File: src/rtl/fechadura_pkg.sv
// rtl/fechadura_pkg.sv - shared lock types, key codes and keypad helpers
// Purpose: digit buffer type, key code constants and keypad decoding helpers
//          used by the lock datapath and the keypad decoder.
// Ports:   none (package).
package fechadura_pkg;

  localparam int NUM_DIGITOS = 20;

  // Index 0 is the newest digit; each element is one 4-bit key code.
  typedef logic [NUM_DIGITOS-1:0][3:0] senhaPac_t;

  localparam logic [3:0] KEY_STAR = 4'hA;
  localparam logic [3:0] KEY_HASH = 4'hB;
  localparam logic [3:0] KEY_NONE = 4'hF;

  // True when exactly one active-low column is pulled down.
  function automatic logic so_um_baixo(input logic [3:0] col);
    logic [3:0] b;
    b = ~col;
    return (b != 4'b0000) && ((b & (b - 4'd1)) == 4'b0000);
  endfunction

  // Column index of a single low bit; only meaningful when so_um_baixo holds.
  function automatic logic [1:0] indice_coluna(input logic [3:0] col);
    logic [1:0] idx;
    case (col)
      4'b1110: idx = 2'd0;
      4'b1101: idx = 2'd1;
      4'b1011: idx = 2'd2;
      default: idx = 2'd3;
    endcase
    return idx;
  endfunction

  // Rows 0..2 hold 1-9, row 3 holds * 0 #; column 3 (A-D) is ignored.
  function automatic logic [3:0] codigo_tecla(input logic [1:0] lin, input logic [1:0] col);
    logic [3:0] c;
    if (col == 2'd3) begin
      c = KEY_NONE;
    end else if (lin == 2'd3) begin
      c = (col == 2'd0) ? KEY_STAR : ((col == 2'd1) ? 4'h0 : KEY_HASH);
    end else begin
      c = ({2'b00, lin} * 4'd3) + {2'b00, col} + 4'd1;
    end
    return c;
  endfunction

endpackage

File: src/rtl/debounce_contador.sv
// rtl/debounce_contador.sv - stability counter with clear and terminal flag
// Purpose: counts consecutive qualifying cycles; terminal rises on the N-th one.
// Ports:   clk, rst (async active-low), clear (priority zero), inc (count one),
//          terminal (count has reached N-1, i.e. this is the N-th stable cycle).
module debounce_contador #(
  parameter int N = 16
) (
  input  logic clk,
  input  logic rst,
  input  logic clear,
  input  logic inc,
  output logic terminal
);

  localparam int W = (N > 1) ? $clog2(N) : 1;

  logic [W-1:0] cnt;

  assign terminal = (cnt == W'(N - 1));

  always_ff @(posedge clk or negedge rst) begin
    if (!rst) begin
      cnt <= '0;
    end else if (clear) begin
      cnt <= '0;
    end else if (inc && !terminal) begin
      cnt <= cnt + W'(1);
    end
  end

endmodule

File: src/rtl/decodificador_teclado.sv
// rtl/decodificador_teclado.sv - 4x4 keypad scanner, debouncer and digit buffer
// Purpose: scans the keypad rows, debounces one key at a time and shifts the
//          accepted key codes into a 20-digit buffer with a one-cycle valid.
// Ports:   clk, rst (async active-low), enable (scanning enable),
//          col_matriz (active-low columns), lin_matriz (one-hot active-low rows),
//          digitos_value (digit buffer, index 0 newest), digitos_valid (pulse).
module decodificador_teclado
  import fechadura_pkg::*;
#(
  parameter int SCAN_DIV        = 4,
  parameter int DEBOUNCE_CYCLES = 16,
  parameter int TIMEOUT_CYCLES  = 1000
) (
  input  logic       clk,
  input  logic       rst,
  input  logic       enable,
  input  logic [3:0] col_matriz,
  output logic [3:0] lin_matriz,
  output senhaPac_t  digitos_value,
  output logic       digitos_valid
);

  typedef enum logic [1:0] {SCAN, DEBOUNCE, EMIT, WAIT_RELEASE} estado_t;

  localparam int SW = (SCAN_DIV > 1) ? $clog2(SCAN_DIV) : 1;
  localparam int IW = $clog2(TIMEOUT_CYCLES + 1);

  estado_t       state, next;
  logic          run;        // enable registered: rows are driven only while set
  logic [1:0]    row;        // also the latched row while debouncing/waiting
  logic [SW-1:0] scan_cnt;
  logic [3:0]    col_lat;
  logic          armed;      // cleared by reset until one full sweep sees no key
  logic          quiet;      // no column activity so far in the current sweep
  logic          limpar_pend;
  logic [IW-1:0] idle_cnt;
  logic          cnt_clr, cnt_inc, cnt_term;
  logic          tecla_ok, fim_linha, coluna_livre;
  logic [3:0]    code_atual;

  assign lin_matriz   = run ? ~(4'b0001 << row) : 4'b1111;
  assign coluna_livre = (col_matriz == 4'b1111);
  assign tecla_ok     = run && armed && so_um_baixo(col_matriz);
  assign fim_linha    = (scan_cnt == SW'(SCAN_DIV - 1));
  assign code_atual   = codigo_tecla(row, indice_coluna(col_lat));

  debounce_contador #(.N(DEBOUNCE_CYCLES)) u_debounce (
    .clk      (clk),
    .rst      (rst),
    .clear    (cnt_clr),
    .inc      (cnt_inc),
    .terminal (cnt_term)
  );

  always_comb begin
    next    = state;
    cnt_clr = 1'b1;
    cnt_inc = 1'b0;
    case (state)
      SCAN: begin
        if (tecla_ok) next = DEBOUNCE;
      end
      DEBOUNCE: begin
        if (col_matriz != col_lat) begin
          next = SCAN;
        end else if (cnt_term) begin
          next = (code_atual == KEY_NONE) ? WAIT_RELEASE : EMIT;
        end else begin
          cnt_clr = 1'b0;
          cnt_inc = 1'b1;
        end
      end
      EMIT: next = WAIT_RELEASE;
      WAIT_RELEASE: begin
        if (coluna_livre) begin
          if (cnt_term) begin
            next = SCAN;
          end else begin
            cnt_clr = 1'b0;
            cnt_inc = 1'b1;
          end
        end
      end
      default: next = SCAN;
    endcase
    if (!enable) begin
      next    = SCAN;
      cnt_clr = 1'b1;
      cnt_inc = 1'b0;
    end
  end

  always_ff @(posedge clk or negedge rst) begin
    if (!rst) begin
      state    <= SCAN;
      run      <= 1'b0;
      row      <= 2'd0;
      scan_cnt <= '0;
      col_lat  <= 4'b1111;
      armed    <= 1'b0;
      quiet    <= 1'b1;
    end else begin
      state <= next;
      run   <= enable;
      if (!enable || !run) begin
        row      <= 2'd0;
        scan_cnt <= '0;
        quiet    <= 1'b1;
      end else if (state == SCAN) begin
        if (tecla_ok) begin
          col_lat <= col_matriz;
        end else if (fim_linha) begin
          scan_cnt <= '0;
          row      <= row + 2'd1;
          if (row == 2'd3) begin
            // A key held across reset keeps the sweep dirty, so it is never
            // accepted until released and pressed again.
            armed <= armed | (quiet && coluna_livre);
            quiet <= 1'b1;
          end else if (!coluna_livre) begin
            quiet <= 1'b0;
          end
        end else begin
          scan_cnt <= scan_cnt + SW'(1);
          if (!coluna_livre) quiet <= 1'b0;
        end
      end
    end
  end

  always_ff @(posedge clk or negedge rst) begin
    if (!rst) begin
      digitos_value <= '1;
      digitos_valid <= 1'b0;
      idle_cnt      <= '0;
      limpar_pend   <= 1'b0;
    end else if (!enable) begin
      digitos_value <= '1;
      digitos_valid <= 1'b0;
      idle_cnt      <= '0;
      limpar_pend   <= 1'b0;
    end else begin
      digitos_valid <= (state == EMIT);
      limpar_pend   <= (state == EMIT) && ((code_atual == KEY_STAR) || (code_atual == KEY_HASH));
      if (state == EMIT) begin
        digitos_value <= {digitos_value[NUM_DIGITOS-2:0], code_atual};
        idle_cnt      <= '0;
      end else begin
        if (idle_cnt != IW'(TIMEOUT_CYCLES)) idle_cnt <= idle_cnt + IW'(1);
        if (limpar_pend || ((idle_cnt == IW'(TIMEOUT_CYCLES)) && (digitos_value != '1))) begin
          digitos_value <= '1;
        end
      end
    end
  end

endmodule

File: config.mk
export PLATFORM = sky130hd
export DESIGN_NAME = decodificador_teclado
export DESIGN_NICKNAME = d
export VERILOG_FILES = /design/src/rtl/fechadura_pkg.sv /design/src/rtl/debounce_contador.sv /design/src/rtl/decodificador_teclado.sv
export SDC_FILE = /design/constraint.sdc
export NUM_CORES = 1
export LEC_CHECK = 0
export CAP_MARGIN = 0
export CELL_PAD_IN_SITES_DETAIL_PLACEMENT = 1
export CELL_PAD_IN_SITES_GLOBAL_PLACEMENT = 2
export CORE_MARGIN = 2
export CORE_UTILIZATION = 34
export CTS_CLUSTER_DIAMETER = 200
export DETAILED_ROUTE_END_ITERATION = 10
export PLACE_DENSITY_LB_ADDON = 0.1
export SETUP_SLACK_MARGIN = 0.5
export SKIP_LAST_GASP = 1
export SLEW_MARGIN = 40
export SYNTH_ARGS = -nofsm -noshare
export SYNTH_HDL_FRONTEND = slang
export SYNTH_SLANG_ARGS = --single-unit
File: constraint.sdc
create_clock -name clk -period 3.85 [get_ports clk]
set_input_delay 0.77 -clock clk [delete_from_list [all_inputs] [get_ports clk]]
set_output_delay 0.77 -clock clk [all_outputs]
set_load 0.01 [all_outputs]
==> results of run 1 <==
-- synthesized netlist by cell type (2+ instances only) --
master    number
mux2_1         3
clkbuf_1      11
xnor2_1        7
fa_1           2
o21ai_0        8
nand4_1        2
o22ai_1        2
inv_1         16
o22a_1        76
ha_1          11
dfrtp_1       24
nand4b_1       2
nand3_1       14
a21oi_1       12
nor2_1        28
buf_2         11
a211oi_1       3
nor3_1         4
dfstp_2       85
or3_1          2
xor2_1         9
mux2i_1        6
nor4bb_1       2
nand2_1       14
a21o_1         3
-- flip-flops by register name, summed over array words and instances, names as in the netlist --
signal	count
armed	1
scan_cnt	2
limpar_pend	1
quiet	1
u_debounce.cnt	4
row	2
run	1
digitos_valid	1
col_lat	4
digitos_value	80
idle_cnt	10
state	2
-- path summary, 6_finish.rpt --
check,startpoint,endpoint,slack [ns],cells past startpoint
worst max-delay path,col_lat[1],state[0],0.99,10
worst max register to register,col_lat[1],state[0],0.99,10
worst min-delay path,rst,u_debounce.cnt[2],0.43,1
max in group asynchronous,rst,digitos_value[9],2.63,2
worst min register to register,armed,armed,0.50,1
min in group clk,armed,armed,0.50,1
-- where the power goes --
group / internal (mW) / total (mW) / switching (mW)
Combinational: 0.0235 / 0.0766 / 0.0531
Sequential: 1.15 / 1.16 / 0.00538
Clock: 0.499 / 0.921 / 0.422
Total: 1.68 / 2.16 / 0.481
-- worst register-to-register path, cell delays in order (launching register included) --
cell and delay [ns]:
dfstp_2 0.63, xor2_1 0.16, nand3_1 0.13, fa_1 0.54, inv_1 0.06, fa_1 0.39
xor2_1 0.18, nor3b_1 0.22, o22ai_1 0.14, a21o_1 0.17, a21oi_1 0.15
-- per-stage QoR --
| stage | std cells | util | area (um2) | hold slack (ns) |
|---|---|---|---|---|
| CTS | 646 | 0.4437 | 6087 | 0.4666 |
| global placement | 631 | 0.4220 | 5789 | 0.4889 |
| finish | 647 | 0.4451 | 6107 | 0.4307 |
| detailed placement | 631 | 0.4223 | 5793 | 0.4862 |
| global route | 647 | 0.4451 | 6107 | 0.4936 |
| floorplan | 377 | - | 4711 | 0.4592 |
-- cells by family (layout without fill, tap and decap cells) --
logic type	after synthesis	after routing	synth area share
buf+inv	39	129	0.03426
xor+xnor	16	16	0.02975
simple gates	80	80	0.08765
mux	9	9	0.01992
compound gates	111	111	0.1891
flops	109	109	0.6016
fa+ha+maj	13	13	0.03772
-- routing by layer --
| metal | vias to the layer above | GRT usage | wire (um) |
|---|---|---|---|
| li1 | 1546 | - | - |
| met1 | 1651 | 0.2092 | 5080 |
| met2 | 65 | 0.2465 | 5036 |
| met3 | 14 | 0.03090 | 393 |
| met4 | 0 | 0.07112 | 222 |
| met5 | - | 0 | 0 |
-- area by class of cell --
| class | count | area [um2] | share of cell area |
|---|---|---|---|
| Sequential cell | 109 | 2834 | 0.4640 |
| Multi-Input combinational cell | 229 | 1717 | 0.2811 |
| Timing Repair Buffer | 98 | 977.2 | 0.1600 |
| Clock buffer | 12 | 267.8 | 0.04384 |
| Tap cell | 180 | 225.2 | 0.03688 |
| Inverter | 16 | 60.06 | 0.009834 |
| Clock inverter | 3 | 26.28 | 0.004302 |
==> results_dict.tcl, run 1 <==
set metrics [dict create \
    outcome "completed" \
    critical_path.max_stage_delay_ns 0.63 \
    boundaryPins 92 \
    die_h_um 121.7 \
    hold_buffers 0 \
    cts_buffers 9 \
    fin_tns_setup_ns 0 \
    drtIter0Drc 143 \
    die_area_um2 14810 \
    drv_cap 0 \
    postRouteAntennaNets 0 \
    p_leak_nw 2.316 \
    synth.distinct_cells 45 \
    cts_tree "yes" \
    cp.arrival_ns 3.14 \
    synthCells 377 \
    route.detailed.drc 0 \
    yosys_most_used_dff "dfstp_2" \
    worst_slew_pin_slew_ns 0.6747 \
    cts_setup_buffers 0 \
    drt_wl_total_um 10730 \
    post_cts_resized 0 \
    vias 3276 \
    layout_setup_ws_ns 0.9909 \
    slew_headroom 0.5502 \
    synth.largest_area_cell "dfstp_2" \
    gp_congestion 0.7139 \
    port_buffers 91 \
    period_needed_ns 2.859 \
    syn_nets 397 \
    track_usage 0.1564 \
    start_kind "register" \
    yosys-top-cells-area "dfstp_2 (47%), o22a_1 (14%), dfrtp_1 (13%), ha_1 (2.9%), nor2_1 (2.2%)" \
    wl_per_cell_um 16.59 \
    maxSlewViolCount 0 \
    cts_root_buffer "clkbuf_16" \
    grt_pass1_vias 3456 \
    dr.pass1.iters 4 \
    vias_per_cell 5.063 \
    totalPowerFinal_mw 2.158 \
    power_density_nw_per_um2 353.3 \
    core_area_um2 13720 \
    rsz0062_at_grt "no" \
    hpwlAfterDp_um 7290 \
    hp-class "in2async" \
    synth-edff-count 0 \
    areaGrowthSynthToFinish_pct 29.64 \
    start_util 0.3434 \
    setup_violations 0 \
    fmax_mhz 349.8 \
    die_w_um 121.7 \
    rows 43 \
    nets 483 \
    post-route-period-util 0.7426 \
    syn_area_um2 4711 \
    grt_pass1_wl_um 18140 \
    critPathRequiredTime_ns 4.13 \
    diodes 0 \
    worstSetupPathType "reg2reg" \
    antenna_found_initial 0 \
    async_flop_share 1.000 \
    grt_max_degree 77 \
    path_max_fanout 9 \
    worstSetupEndpointType "register" \
    drive_above_1_share 0.2463 \
    mostFrequentLayoutCells "clkdlybuf4s50_1 (90), dfstp_2 (85), o22a_1 (76)" \
    clock_latency_ns 0.36 \
    synth_seq_cells 109 \
    crit_slowest_cell "dfstp_2" \
    cts.sinks 109 \
    cts.path.max_buffers 2 \
    hold_violations 0 \
    n_fill_cell 1461 \
    layout_commonest_cell "clkdlybuf4s50_1" \
    ys_warn_count 0 \
    path_buf_inv 1 \
    detailedPlace.worstSlack_ns 0.7901 \
    ir_drop_mv 0.1690 \
    ys_seq_area_frac 0.6016 \
    clk_pin_slew_ns 0.07 \
    syn_avg_cell_area_um2 12.50 \
    skew_ns 0.007783 \
    grt.overflow.total 0 \
    cts_max_level 3 \
    crit_family "adder cells" \
    synth_top_area_frac 0.4741 \
    crit_chain "xor2_1, nand3_1, fa_1, inv_1, fa_1, xor2_1, nor3b_1, o22ai_1, a21o_1, a21oi_1" \
]
No activity file was read; power rests on OpenSTA's default activity.
==> run 2: changes to the inputs <==
==> constraint.sdc (replaced) <==
create_clock -name clk -period 2.9 [get_ports clk]
set_input_delay 0.58 -clock clk [delete_from_list [all_inputs] [get_ports clk]]
set_output_delay 0.58 -clock clk [all_outputs]
set_load 0.01 [all_outputs]
==> run 2 against run 1 <==
Against the previous run:
- combinational power rose by 37%
- clock power is 39% higher
- cell area is 1.2% higher
- global-route usage is 0.15 points lower
- clock skew is 0.00099 ns lower
- fmax up 15%
- routed wire length rose by 2.3%
- die area stayed put
- non-clock buffer count increased by 2
- first-iteration DRC count down 31%
- total power rose by 36%
==> results_dict.tcl, run 2 (synthesized netlist as in run 1, its figures left out) <==
set metrics [dict create \
    outcome "completed" \
    rows 43 \
    drt_wl_total_um 10980 \
    reg2reg_depth 10 \
    grt_max_degree 81 \
    gp_congestion 0.7643 \
    die_w_um 121.7 \
    vias 3321 \
    layout_commonest_cell "clkdlybuf4s50_1" \
    worst_slew_pin_slew_ns 0.5406 \
    maxSlewViolCount 0 \
    ir_drop_mv 0.3472 \
    cp.arrival_ns 2.76 \
    worstSetupPathType "reg2reg" \
    nets 485 \
    path_max_fanout 2 \
    fin_cells 649 \
    cts_buffers 9 \
    drv_cap 0 \
    worstHoldStart "digitos_value[79]" \
    vias_per_cell 5.117 \
    antenna_found_initial 0 \
    hold_violations 0 \
    wl_per_cell_um 16.92 \
    cts.sinks 109 \
    holdWs_ns 0.5146 \
    largest_reg_flops 80 \
    cts_root_buffer "clkbuf_16" \
    core_area_um2 13720 \
    die_area_um2 14810 \
    worstSetupEndpointType "register" \
    grt.overflow.total 0 \
    r2r_end "state[0]" \
    reg_top3 "digitos_value (80), idle_cnt (10)" \
    totalPowerFinal_mw 2.926 \
    hpwlAfterDp_um 7101 \
    p_leak_nw 2.341 \
    r2r_slack_ns 0.42 \
    slew_headroom 0.6396 \
    die_h_um 121.7 \
    diodes 0 \
    areaGrowthSynthToFinish_pct 31.24 \
    boundaryPins 92 \
    r2r_start "col_lat[1]" \
    regMostFlops "digitos_value" \
    start_util 0.3434 \
    cts_max_level 3 \
    power_density_nw_per_um2 473.3 \
    fin_tns_setup_ns 0 \
    route.detailed.drc 0 \
    postRouteAntennaNets 0 \
    skew_ns 0.006795 \
    start_kind "register" \
    port_buffers 91 \
    grt_pass1_vias 3431 \
    period_needed_ns 2.481 \
    rsz0062_at_grt "yes" \
    post-route-period-util 0.8556 \
    n_fill_cell 1451 \
    cts.path.max_buffers 2 \
    mostFrequentLayoutCells "clkdlybuf4s50_1 (90), dfstp_2 (85), o22a_1 (76)" \
    hp-class "reg2reg" \
    dp_cells 631 \
    drive_above_1_share 0.2644 \
    grt_pass1_wl_um 18060 \
    setup_violations 0 \
    hold_end "digitos_value[79]" \
    dr.pass1.iters 4 \
    critPathRequiredTime_ns 3.18 \
    track_usage 0.1548 \
    clock_latency_ns 0.35 \
    worstHoldPathCells 1 \
    clk_pin_slew_ns 0.07 \
    drtIter0Drc 99 \
    fmax_mhz 403.0 \
    cts_tree "yes" \
]
[run 2: changes by cell type in the layout (fill, tap and decap cells not counted), moves of 2 or more]
cell,previous run,this run
a21oi_1,12,10
a21oi_2,0,2
buf_12,1,3
dfrtp_1,24,22
dfrtp_2,0,2
[run 2: power by group]
part	switching (mW)	internal [mW]
logic	0.0717	0.0337
clock network	0.564	0.717
registers	0.00746	1.53
total	0.643	2.28
[run 2: routing by layer]
| layer | global-route usage | routed length (um) |
|---|---|---|
| met5 | 0 | 0 |
| met4 | 0.06034 | 172 |
| met3 | 0.03839 | 509 |
| met2 | 0.2398 | 5076 |
| met1 | 0.2099 | 5219 |
[run 2: layout make-up]
cell class	count	area (um2)	area share
flip-flops and latches	109	2836	0.4588
clock buffers	13	292.8	0.04736
clock inverters	2	20.02	0.003238
inverters	16	60.06	0.009715
multi-input cells	229	1734	0.2805
repair buffers	100	1013	0.1639
well taps	180	225.2	0.03643
[run 2: critical path, cell delays in order (launching register included)]
cell and delay [ns]:
dfstp_2 0.55, xor2_1 0.13, nand3_1 0.12, fa_1 0.52, inv_1 0.06, fa_2 0.33
xor2_1 0.16, nor3b_2 0.16, o22ai_1 0.08, a21o_1 0.19, a21oi_2 0.11
[run 2: worst max path at each step]
| stage | start | endpoint | slack (ns) | cells after the start |
|---|---|---|---|---|
| global route | col_lat[1] | state[0] | 0.26 | 10 |
| detailed placement | col_lat[1] | state[0] | 0.16 | 10 |
| CTS | col_lat[1] | state[0] | 0.39 | 10 |
| floorplan | col_lat[1] | state[0] | 0.34 | 11 |
| global placement | col_lat[1] | state[0] | 0.25 | 10 |
| finish | col_lat[1] | state[0] | 0.42 | 10 |
[run 2: per-stage QoR]
stage	instance area, um2	setup WS [ns]	utilization
6_report	6182	0.4188	0.4506
5_1_grt	6182	0.2618	0.4506
4_1_cts	6176	0.3913	0.4502
3_5_place_dp	5829	0.1600	0.4249
3_3_place_gp	5829	0.2485	0.4249
2_1_floorplan	4731	0.3394	-
[run 2: timing repair]
| item | 4_1_cts | 5_1_grt |
|---|---|---|
| hold buffers | 0 | 0 |
| buffers inserted | 3 | 0 |
| pin swaps | 3 | 0 |
| setup endpoints to repair | 4 | 7 |
| resized for setup | 3 | 3 |
